[config.mk]
export PLATFORM = sky130hd
export DESIGN_NAME = spi_frame_collector
export DESIGN_NICKNAME = d
export VERILOG_FILES = /design/src/rtl/spi_frame_collector.sv
export SDC_FILE = /design/constraint.sdc
export NUM_CORES = 1
export LEC_CHECK = 0
export CORE_MARGIN = 8
export CORE_UTILIZATION = 48
export CTS_CLUSTER_DIAMETER = 60
export DETAILED_ROUTE_END_ITERATION = 7
export PLACE_DENSITY_LB_ADDON = 0.1
export SLEW_MARGIN = 20
export SYNTH_ARGS = -nofsm -noshare
export SYNTH_HDL_FRONTEND = slang
export SYNTH_SLANG_ARGS = --single-unit
[constraint.sdc]
create_clock -name clk -period 2.1 [get_ports clk]
set_clock_uncertainty 0.15 [all_clocks]
set_input_delay 0.42 -clock clk [delete_from_list [all_inputs] [get_ports clk]]
set_output_delay 0.42 -clock clk [all_outputs]
set_load 0.02 [all_outputs]
[src/rtl/spi_frame_collector.sv]
// -----------------------------------------------------------------------------
// spi_frame_collector
//
// Collects three consecutive bytes delivered by an SPI reader stage into one
// frame (ch0, ch1, ch2 in arrival order) and hands it downstream with a
// valid/ready handshake. A partial frame is discarded if the next byte does
// not arrive within IDLE_TIMEOUT clk cycles.
//
// Optional feature: define SPI_FRAME_CKSUM_EN to add the cksum output
// (ch0 ^ ch1 ^ ch2, registered together with the frame).
//
// Parameters
//   IDLE_TIMEOUT  clk cycles allowed between bytes of one frame (default 1024)
//
// Ports
//   clk        in   system clock, rising edge
//   rst_n      in   asynchronous active-low reset
//   cs_in      in   chip select from the reader (async); rising edge = byte done
//   din[7:0]   in   byte from the reader, stable while cs_in is high
//   frm_ready  in   downstream accepts the frame when high with frm_valid
//   ovf_clr    in   one-cycle clear of the sticky overflow flag
//   frm_valid  out  ch0..ch2 hold a complete frame
//   ch0..ch2   out  frame bytes in arrival order
//   ovf        out  sticky: a completed frame was dropped
//   tmo        out  one-cycle pulse: a partial frame was discarded on timeout
//   cksum[7:0] out  (SPI_FRAME_CKSUM_EN only) XOR of the frame bytes
// -----------------------------------------------------------------------------
module spi_frame_collector #(
    parameter int unsigned IDLE_TIMEOUT = 1024
) (
    input  logic       clk,
    input  logic       rst_n,
    input  logic       cs_in,
    input  logic [7:0] din,
    input  logic       frm_ready,
    input  logic       ovf_clr,
    output logic       frm_valid,
    output logic [7:0] ch0,
    output logic [7:0] ch1,
    output logic [7:0] ch2,
    output logic       ovf,
`ifdef SPI_FRAME_CKSUM_EN
    output logic [7:0] cksum,
`endif
    output logic       tmo
);

    typedef enum logic [1:0] {
        IDLE = 2'd0,
        B1   = 2'd1,
        B2   = 2'd2
    } state_t;

    // Last idle-count value before the timeout fires: the partial frame is
    // dropped once IDLE_TIMEOUT event-free cycles have elapsed.
    localparam logic [15:0] TMO_LAST = 16'(IDLE_TIMEOUT - 1);

    state_t      r_state;
    logic        r_cs_meta;
    logic        r_cs_sync;
    logic        r_cs_prev;
    logic [15:0] r_idle;
    logic [7:0]  r_slot0;
    logic [7:0]  r_slot1;
    logic        r_frm_valid;
    logic [7:0]  r_ch0;
    logic [7:0]  r_ch1;
    logic [7:0]  r_ch2;
    logic        r_ovf;
    logic        r_tmo;
`ifdef SPI_FRAME_CKSUM_EN
    logic [7:0]  r_cksum;
`endif

    logic w_evt;
    logic w_complete;
    logic w_accept;
    logic w_load;
    logic w_drop;

    // Synchronizer flops reset to 1, so a cs_in held high out of reset never
    // looks like an edge: an event needs a low cycle seen first.
    assign w_evt      = r_cs_sync & ~r_cs_prev;
    assign w_complete = w_evt & (r_state == B2);
    assign w_accept   = r_frm_valid & frm_ready;
    assign w_load     = w_complete & (~r_frm_valid | frm_ready);
    assign w_drop     = w_complete & r_frm_valid & ~frm_ready;

    always_ff @(posedge clk or negedge rst_n) begin
        if (!rst_n) begin
            r_state     <= IDLE;
            r_cs_meta   <= 1'b1;
            r_cs_sync   <= 1'b1;
            r_cs_prev   <= 1'b1;
            r_idle      <= '0;
            r_slot0     <= '0;
            r_slot1     <= '0;
            r_frm_valid <= 1'b0;
            r_ch0       <= '0;
            r_ch1       <= '0;
            r_ch2       <= '0;
            r_ovf       <= 1'b0;
            r_tmo       <= 1'b0;
`ifdef SPI_FRAME_CKSUM_EN
            r_cksum     <= '0;
`endif
        end else begin
            r_cs_meta <= cs_in;
            r_cs_sync <= r_cs_meta;
            r_cs_prev <= r_cs_sync;
            r_tmo     <= 1'b0;

            case (r_state)
                IDLE: begin
                    r_idle <= '0;
                    if (w_evt) begin
                        r_slot0 <= din;
                        r_state <= B1;
                    end
                end
                B1, B2: begin
                    if (w_evt) begin
                        r_idle <= '0;
                        if (r_state == B1) begin
                            r_slot1 <= din;
                            r_state <= B2;
                        end else begin
                            r_state <= IDLE;
                        end
                    end else if (r_idle == TMO_LAST) begin
                        r_idle  <= '0;
                        r_slot0 <= '0;
                        r_slot1 <= '0;
                        r_state <= IDLE;
                        r_tmo   <= 1'b1;
                    end else begin
                        r_idle <= r_idle + 16'd1;
                    end
                end
                default: begin
                    r_idle  <= '0;
                    r_state <= IDLE;
                end
            endcase

            // Third byte goes straight from din into ch2; slots hold the first two.
            if (w_load) begin
                r_frm_valid <= 1'b1;
                r_ch0       <= r_slot0;
                r_ch1       <= r_slot1;
                r_ch2       <= din;
`ifdef SPI_FRAME_CKSUM_EN
                r_cksum     <= r_slot0 ^ r_slot1 ^ din;
`endif
            end else if (w_accept) begin
                r_frm_valid <= 1'b0;
            end

            // A drop wins over a simultaneous clear.
            if (w_drop) begin
                r_ovf <= 1'b1;
            end else if (ovf_clr) begin
                r_ovf <= 1'b0;
            end
        end
    end

    assign frm_valid = r_frm_valid;
    assign ch0       = r_ch0;
    assign ch1       = r_ch1;
    assign ch2       = r_ch2;
    assign ovf       = r_ovf;
    assign tmo       = r_tmo;
`ifdef SPI_FRAME_CKSUM_EN
    assign cksum     = r_cksum;
`endif

endmodule
Word level (Yosys, flattened, before mapping)
Index checks and enable logic that the tools add are counted.
- register bits: 64
- input port bits: 13
- output and inout port bits: 27
- word-level logic and storage cells: 62
- add/sub/neg operators: 1
- eq/ne operators: 8
- mux-type cells: 21
- bitwise logic cells: 10
- reductions and logical operators: 9
- operators with widths (kind ; count):
    2-to-1 mux 16 bit ; 3
    2-to-1 mux 8 bit ; 5
    adder 16 x 1 -> 16 bit (second input constant) ; 1
    == test 16 x 10 -> 1 bit (second input constant) ; 1
    case mux 8 bit (2 select lines) ; 1
    2-to-1 mux 2 bit ; 4
    nonzero test 2 bit ; 4
    2-to-1 mux 1 bit ; 7
    bitwise AND 1 bit ; 6
    inequality test 2 bit (second input constant) ; 3
    case mux 2 bit (2 select lines) ; 1
    AND reduction 4 bit ; 1
    inequality test 3 bit (second input constant) ; 1
    inverter 1 bit ; 3
    AND reduction 3 bit ; 1
    == test 2 x 1 -> 1 bit (second input constant) ; 1
    == test 2 bit (second input constant) ; 1
    zero test 2 bit ; 1
    inequality test 2 x 1 -> 1 bit (second input constant) ; 1
    AND reduction 2 bit ; 1
    OR reduction 2 bit ; 1
    bitwise OR 1 bit ; 1

Depth between registers and ports, before layout
Gate-level depths: netlist of the first run.
- depth after elaboration: 6
- gate-level depth with buffers: 7

Least setup slack after synthesis of the first run
Ideal clock, no wire load.
- kind: register -> register
- start point: reg r_cs_sync
- end point: reg r_ch2[0], in the netlist ch2[0]
- data arrival time: 1.721 ns
- data required time: 1.825 ns
- path slack: 0.104 ns
- stages on the path, launching flop included: 6
- buffers on the path: 2
- path through: dfstp_2 -> nor2b_1 -> and3_1 -> clkbuf_1 -> buf_2 -> mux2_2
- cells in the longest elaborated chain, start to end: 3
- ends and longest elaborated chain (element ; RTL line ; text):
    start, declared ; 60 ; logic r_cs_sync;
    start signal, assigned ; 109 ; r_cs_sync <= r_cs_meta;
    bitwise AND 1 bit ; 83 ; assign w_evt = r_cs_sync & ~r_cs_prev;
    bitwise AND 1 bit ; 84 ; assign w_complete = w_evt & (r_state == B2);
    bitwise AND 1 bit ; 86 ; assign w_load = w_complete & (~r_frm_valid | frm_ready);
    end signal, assigned ; 151 ; r_ch2 <= din;
    end, declared ; 68 ; logic [7:0] r_ch2;
No other way between the ends.
A chain may end at the register's enable or synchronous reset.

Final worst setup path of the first run
- start point: reg r_frm_valid, in the netlist frm_valid
- end point: out frm_valid
- RTL lines (element ; RTL line ; text):
    start, declared ; 65 ; logic r_frm_valid;
    start signal, assigned ; 98 ; r_frm_valid <= 1'b0;
    start signal, assigned ; 148 ; r_frm_valid <= 1'b1;
    start signal, assigned ; 156 ; r_frm_valid <= 1'b0;
    end, declared ; 37 ; output logic frm_valid,
No word-level cell between the ends.

==> impl_results.md, run 1 <==
- First-pass GRT wire length: ~10,000 µm
- Startpoint Class: flip-flop
- Power Dens Cells: roughly 1300 nW/µm²
- Asr flop ratio synth: 100%
- ANT nets after route: 0
- Crit share post-route: approximately nine tenths
- Number of vias per cell: 5.30
- Leak Pwr: approximately 1.5 nW
- Largest fanout on the critical path: 2
- Vias in the first global route: just over 2,000
- Die Y: 92.1 µm
- Clk sink count: between 60 and 70
- Longest individual stage delay on the worst path: 0.61 ns
- Die W: around 92 µm
- Routed WL: 5760 µm
- CORE AREA: 5540 µm²
- Prevailing post-synth register cell: dfrtp_1
- RSZ-0062 raised after global routing: no
- Clock root buffer: clkbuf_8
- Area Overhead vs Synth: 26.8%
- Max Freq: ~530 MHz
- Starting DRT DRC Count: between 100 and 150
- Setup violators final: 0
- GRT overflow: 0
- Initial antenna violation count: 0
- Peak supply drop: just under 0.0008 V
- Util after Layout: 63.6%
- # IOs: 40
- Syn nets: between 200 and 300
- Final instance area: approximately 3500 µm²
- Placed Instance Area: 3300 µm²
- Hold WC Path Type: reg2reg
- Sequential area share after synthesis: slightly below 60%
- Mapped Avg Cell Area: between 10 and 15 µm²
- Synth Register Bits: 64
- Setup repair bufs after CTS: 0
- CP arrival: around 1.3 ns
- CP delay by family, top: buffers and inverters
- Max-cap violations: 0
- Pins Over Slew Limit: 0
- Post-Syn Instances: 250
- Post-synth EDFFs: 0
- Crit path kind: reg2out
- Area leader, netlist: dfrtp_1
- GP Congestion: between 0.7 and 0.8
- Period minus WS final: roughly 1.9 ns
- Netlist Area Pre-Place: roughly 2800 µm²
- Post-place setup slack: 0.0415 ns
- CP endpoint kind: output port
- Total power draw: about 4.7 mW
- Crit path required time: 1.53 ns
- Clock Pin Slew Worst Setup and Hold Paths: roughly 0.070 ns
- Nets: 317
- DIE AREA: 8480 µm²
- Synth top area cells: dfrtp_1, mux2_2, nand2_1
- CP cell instances: clkdlybuf4s50_1
- Actual slew at the worst max-slew pin: 0.404 ns
- Diodes inserted: 0
- CTS max path bufs: 2
- Slowest stage cell, crit path: clkdlybuf4s50_1
- YS warnings: 0
- Worst relative slew slack: 72.8%
- Synth cell count leaders: dfrtp_1, nand2_1, mux2_2
- Yosys top cell area share: a little over half
- Synth unique cells: 31
- DP HPWL: approximately 3900 µm
- Worst Slack Setup Final: roughly 0.23 ns
- Row count: 27
- Largest net degree at the start of global routing: 65
- Top-count cell post-synth: dfrtp_1
- WP buf/inv: 1
- Worst-skew pair later-pin latency: 0.34 ns
- Wire per inst: around 15 µm
- Layout cells sized above 1: a little under a fifth
- Port bufs: 39
- Setup tns final: 0 ns
- DRC Markers: 0
- Initial core utilization: between 50% and 60%
- Final hold viol count: 0
- CTS tree: done
- Post-CTS sizing: 0
- GRT Total Usage: 14.8%
- Status: finished, final reports clean
- Vias after detailed routing: approximately 2,000
- H-tree depth: 3
- First-pass detailed-route iteration total: 5
- Cts bufs inserted: 9
## placed cells by master (no fill, tap or decap), drive strengths merged, types with 4 or more instances in the layout
cell type	instances
a21oi	18
and3	10
buf	10
clkbuf	11
clkdlybuf4s50	38
dfrtp	61
ha	4
inv	5
mux2	24
nand2	25
nand3	9
nor2	19
nor2b	9
nor4	4
o21ai	10
o22ai	9
xnor2	9
## power by group
group | internal, mW | switching [mW] | total, mW | leakage [nW]
sequential | 1.62 | 0.232 | 1.85 | 0.757
combinational | 0.885 | 0.927 | 1.81 | 0.623
clock | 0.608 | 0.480 | 1.09 | 0.101
## flip-flops by register name (all words and copies together) (netlist names), 2 cells and up
| signal | count |
|---|---|
| r_slot0 | 8 |
| ch2 | 8 |
| ch0 | 8 |
| r_slot1 | 8 |
| r_idle | 16 |
| r_state | 2 |
| ch1 | 8 |
## per-layer routing
layer	GRT usage [%]	wire, µm	vias up
met3	6.03	315	4
li1	-	-	979
met1	19.5	2870	969
met5	0	0	-
met4	6.04	31	0
met2	20.8	2540	45
## kinds of logic after synthesis
| logic type | after synthesis | synth area share, % |
|---|---|---|
| AO/OA/AOI/OAI | 39 | 7.61 |
| flip-flops | 64 | 57.8 |
| adder cells (fa/ha/maj) | 4 | 1.80 |
| XOR/XNOR | 12 | 3.78 |
| multiplexers | 24 | 9.73 |
| AND/OR/NAND/NOR | 91 | 17.0 |
| buffers and inverters | 16 | 2.30 |
## area by class of cell
type,instances,area [µm²]
timing repair buffer,49,488
clock buffer,11,151
tap,72,90.1
sequential,64,1610
inverter,6,22.5
fill,478,2020
clock inverter,5,55.1
multi-input combinational,170,1110
## worst paths after layout
path                                 from  cells after the start  slack, ns    endpoint
worst max-delay path            frm_valid                      1       0.23   frm_valid
worst min-delay path            r_cs_meta                      0       0.21   r_cs_sync
worst max register to register  r_idle[2]                      4       0.23  r_idle[15]
max in group asynchronous           rst_n                      3       1.03   r_cs_prev
worst min register to register  r_cs_meta                      0       0.21   r_cs_sync
min in group asynchronous           rst_n                      3       0.47   r_idle[5]
## stage by stage
| stage | std cells | hold slack, ns |
|---|---|---|
| after floorplan | 250 | -0.0256 |
| after global placement | 360 | 0.196 |
| after detailed placement | 360 | 0.198 |
| after CTS | 377 | 0.208 |
| after global routing | 377 | 0.210 |
| final | 377 | 0.209 |
## repair_timing
item | 4_1_cts | 5_1_grt
hold buffers | 1 | 0
endpoints found under the setup margin | 0 | 0
hold endpoints to repair | 61 | 0
Power figures use the tool's default switching activity.
==> run 2, diff against run 1 <==
Settings changed: SKIP_CTS_REPAIR_TIMING from default to 1.
==> run 2 against run 1 <==
Compared with the run above: via count shrank 0.50%; first-iteration DRC count grew 2.2%; maximum frequency barely moved; worst setup slack got worse by 0.0019 ns; critical path depth is the same; sequential cell count did not move; die area unchanged; count of clock-buffer cells in the layout unchanged; worst hold slack about the same; global-route usage fell by 0.052 points; combinational power is essentially flat; critical path type unchanged; largest power group unchanged.
==> impl_results.md, run 2 (synthesized netlist as in run 1, its figures left out) <==
- Status: finished, final reports clean (unchanged)
- Fin Hold WS: 0.209 ns (about the same)
- Setup violators final: 0 (unchanged)
- CP arrival: 1.30 ns (about the same)
- DRC Markers: 0 (unchanged)
- Reg2reg start: r_idle[2] (unchanged)
- CP cell instances: clkdlybuf4s50_1 (unchanged)
- Final hold viol count: 0 (unchanged)
- Commonest non-fill, non-tap cell in the layout: dfrtp_1 (unchanged)
- Crit path from: frm_valid (unchanged)
- Actual slew at the worst max-slew pin: 0.404 ns (about the same)
- Clock root buffer: clkbuf_8 (unchanged)
- GRT Total Usage: 14.7% (was 14.8%)
- CTS max path bufs: 2 (unchanged)
- Vias after detailed routing: 1,987 (was 1,997)
- Most flops, register: r_idle (unchanged)
- Final instance area: 3520 µm² (unchanged)
- Crit path required time: 1.53 ns (about the same)
- Pins Over Slew Limit: 0 (unchanged)
- First-pass detailed-route iteration total: 5 (unchanged)
- Row count: 27 (unchanged)
- GP Congestion: 0.761 (unchanged)
- Area Overhead vs Synth: 26.8% (unchanged)
- First-pass GRT wire length: 9980 µm (was 10,000 µm)
- Period minus WS final: 1.87 ns (about the same)
- Routed WL: 5770 µm (was 5760 µm)
- Starting DRT DRC Count: 137 (was 134)
- Peak supply drop: 0.000781 V (was 0.000779 V)
- Number of vias per cell: 5.27 (was 5.30)
- CORE AREA: 5540 µm² (unchanged)
- Post-placement cell count: 360 (unchanged)
- Power Dens Cells: 1350 nW/µm² (about the same)
- Commonest non-fill, non-tap cells in the layout: dfrtp_1, clkdlybuf4s50_1, nand2_1 (unchanged)
- Clock Pin Slew Worst Setup and Hold Paths: 0.07 ns (about the same)
- Largest net degree at the start of global routing: 65 (unchanged)
- Hold Startpoint: r_cs_meta (unchanged)
- CP delay by family, top: buffers and inverters (unchanged)
- Largest register FFs: 16 (unchanged)
- RSZ-0062 raised after global routing: no (unchanged)
- WP buf/inv: 1 (unchanged)
- Final Non-Filler Cells: 377 (unchanged)
- Crit path kind: reg2out (unchanged)
- Die Y: 92.1 µm (unchanged)
- DP HPWL: 3910 µm (unchanged)
- Placed Instance Area: 3300 µm² (unchanged)
- Die W: 92.1 µm (unchanged)
- Total power draw: 4.75 mW (about the same)
- Longest individual stage delay on the worst path: 0.61 ns (about the same)
- Post-place setup slack: 0.0415 ns (unchanged)
- H-tree depth: 3 (unchanged)
- Max-cap violations: 0 (unchanged)
- Clk sink count: 64 (unchanged)
- ANT nets after route: 0 (unchanged)
- Hold path cells: 0 (unchanged)
- Hold WC Path Type: reg2reg (unchanged)
- Layout cells sized above 1: 18.7% (unchanged)
- Worst Slack Setup Final: 0.226 ns (was 0.228 ns)
- Reg2reg setup slack: 0.23 ns (about the same)
- Startpoint Class: flip-flop (unchanged)
- Diodes inserted: 0 (unchanged)
- Cts bufs inserted: 9 (unchanged)
- Hold endpoint: r_cs_sync (unchanged)
- Crit share post-route: 89.2% (was 89.1%)
- Nets: 317 (unchanged)
- Worst-skew pair later-pin latency: 0.34 ns (about the same)
- Initial core utilization: 50.1% (unchanged)
- Util after Layout: 63.6% (unchanged)
- Leak Pwr: 1.48 nW (unchanged)
- Slowest stage cell, crit path: clkdlybuf4s50_1 (unchanged)
- GRT overflow: 0 (unchanged)
- Largest fanout on the critical path: 2 (unchanged)
- Worst relative slew slack: 72.8% (about the same)
- # IOs: 40 (unchanged)
- Max Freq: 534 MHz (about the same)
- CP endpoint kind: output port (unchanged)
- Worst reg2reg path depth: 4 (unchanged)
- Reg-to-Reg End: r_idle[15] (unchanged)
- Wire per inst: 15.3 µm (about the same)
- DIE AREA: 8480 µm² (unchanged)
- Port bufs: 39 (unchanged)
- Setup tns final: 0 ns (unchanged)
- CTS tree: done (unchanged)
- Vias in the first global route: 2,067 (was 2,072)
- Initial antenna violation count: 0 (unchanged)
-- run 2: where the power goes --
group / total [mW] / switching (mW) / internal (mW)
Clock: 1.09 / 0.481 / 0.608
Sequential: 1.85 / 0.232 / 1.62
Combinational: 1.81 / 0.926 / 0.885
Total: 4.75 / 1.64 / 3.11
-- run 2: cell type report --
type | count | area, µm²
timing repair buffer | 49 | 488
fill | 478 | 2020
sequential | 64 | 1610
clock inverter | 5 | 55.1
clock buffer | 11 | 151
multi-input combinational | 170 | 1110
tap | 72 | 90.1
inverter | 6 | 22.5
-- run 2: worst max path at each step --
| stage | endpoint | slack, ns | depth (start not counted) |
|---|---|---|---|
| floorplan | ch2[0] | 0.10 | 5 |
| global placement | ch0[2] | 0.06 | 5 |
| detailed placement | ch0[5] | 0.04 | 5 |
| CTS | ch0[5] | 0.20 | 1 |
| global route | r_slot1[1] | 0.13 | 5 |
| finish | frm_valid | 0.23 | 1 |
-- run 2: layer usage --
layer	vias to the layer above	track usage [%]	routed length, µm
met2	46	20.7	2550
li1	979	-	-
met5	-	0	0
met4	0	6.04	23
met1	960	19.4	2870
met3	2	6.11	329
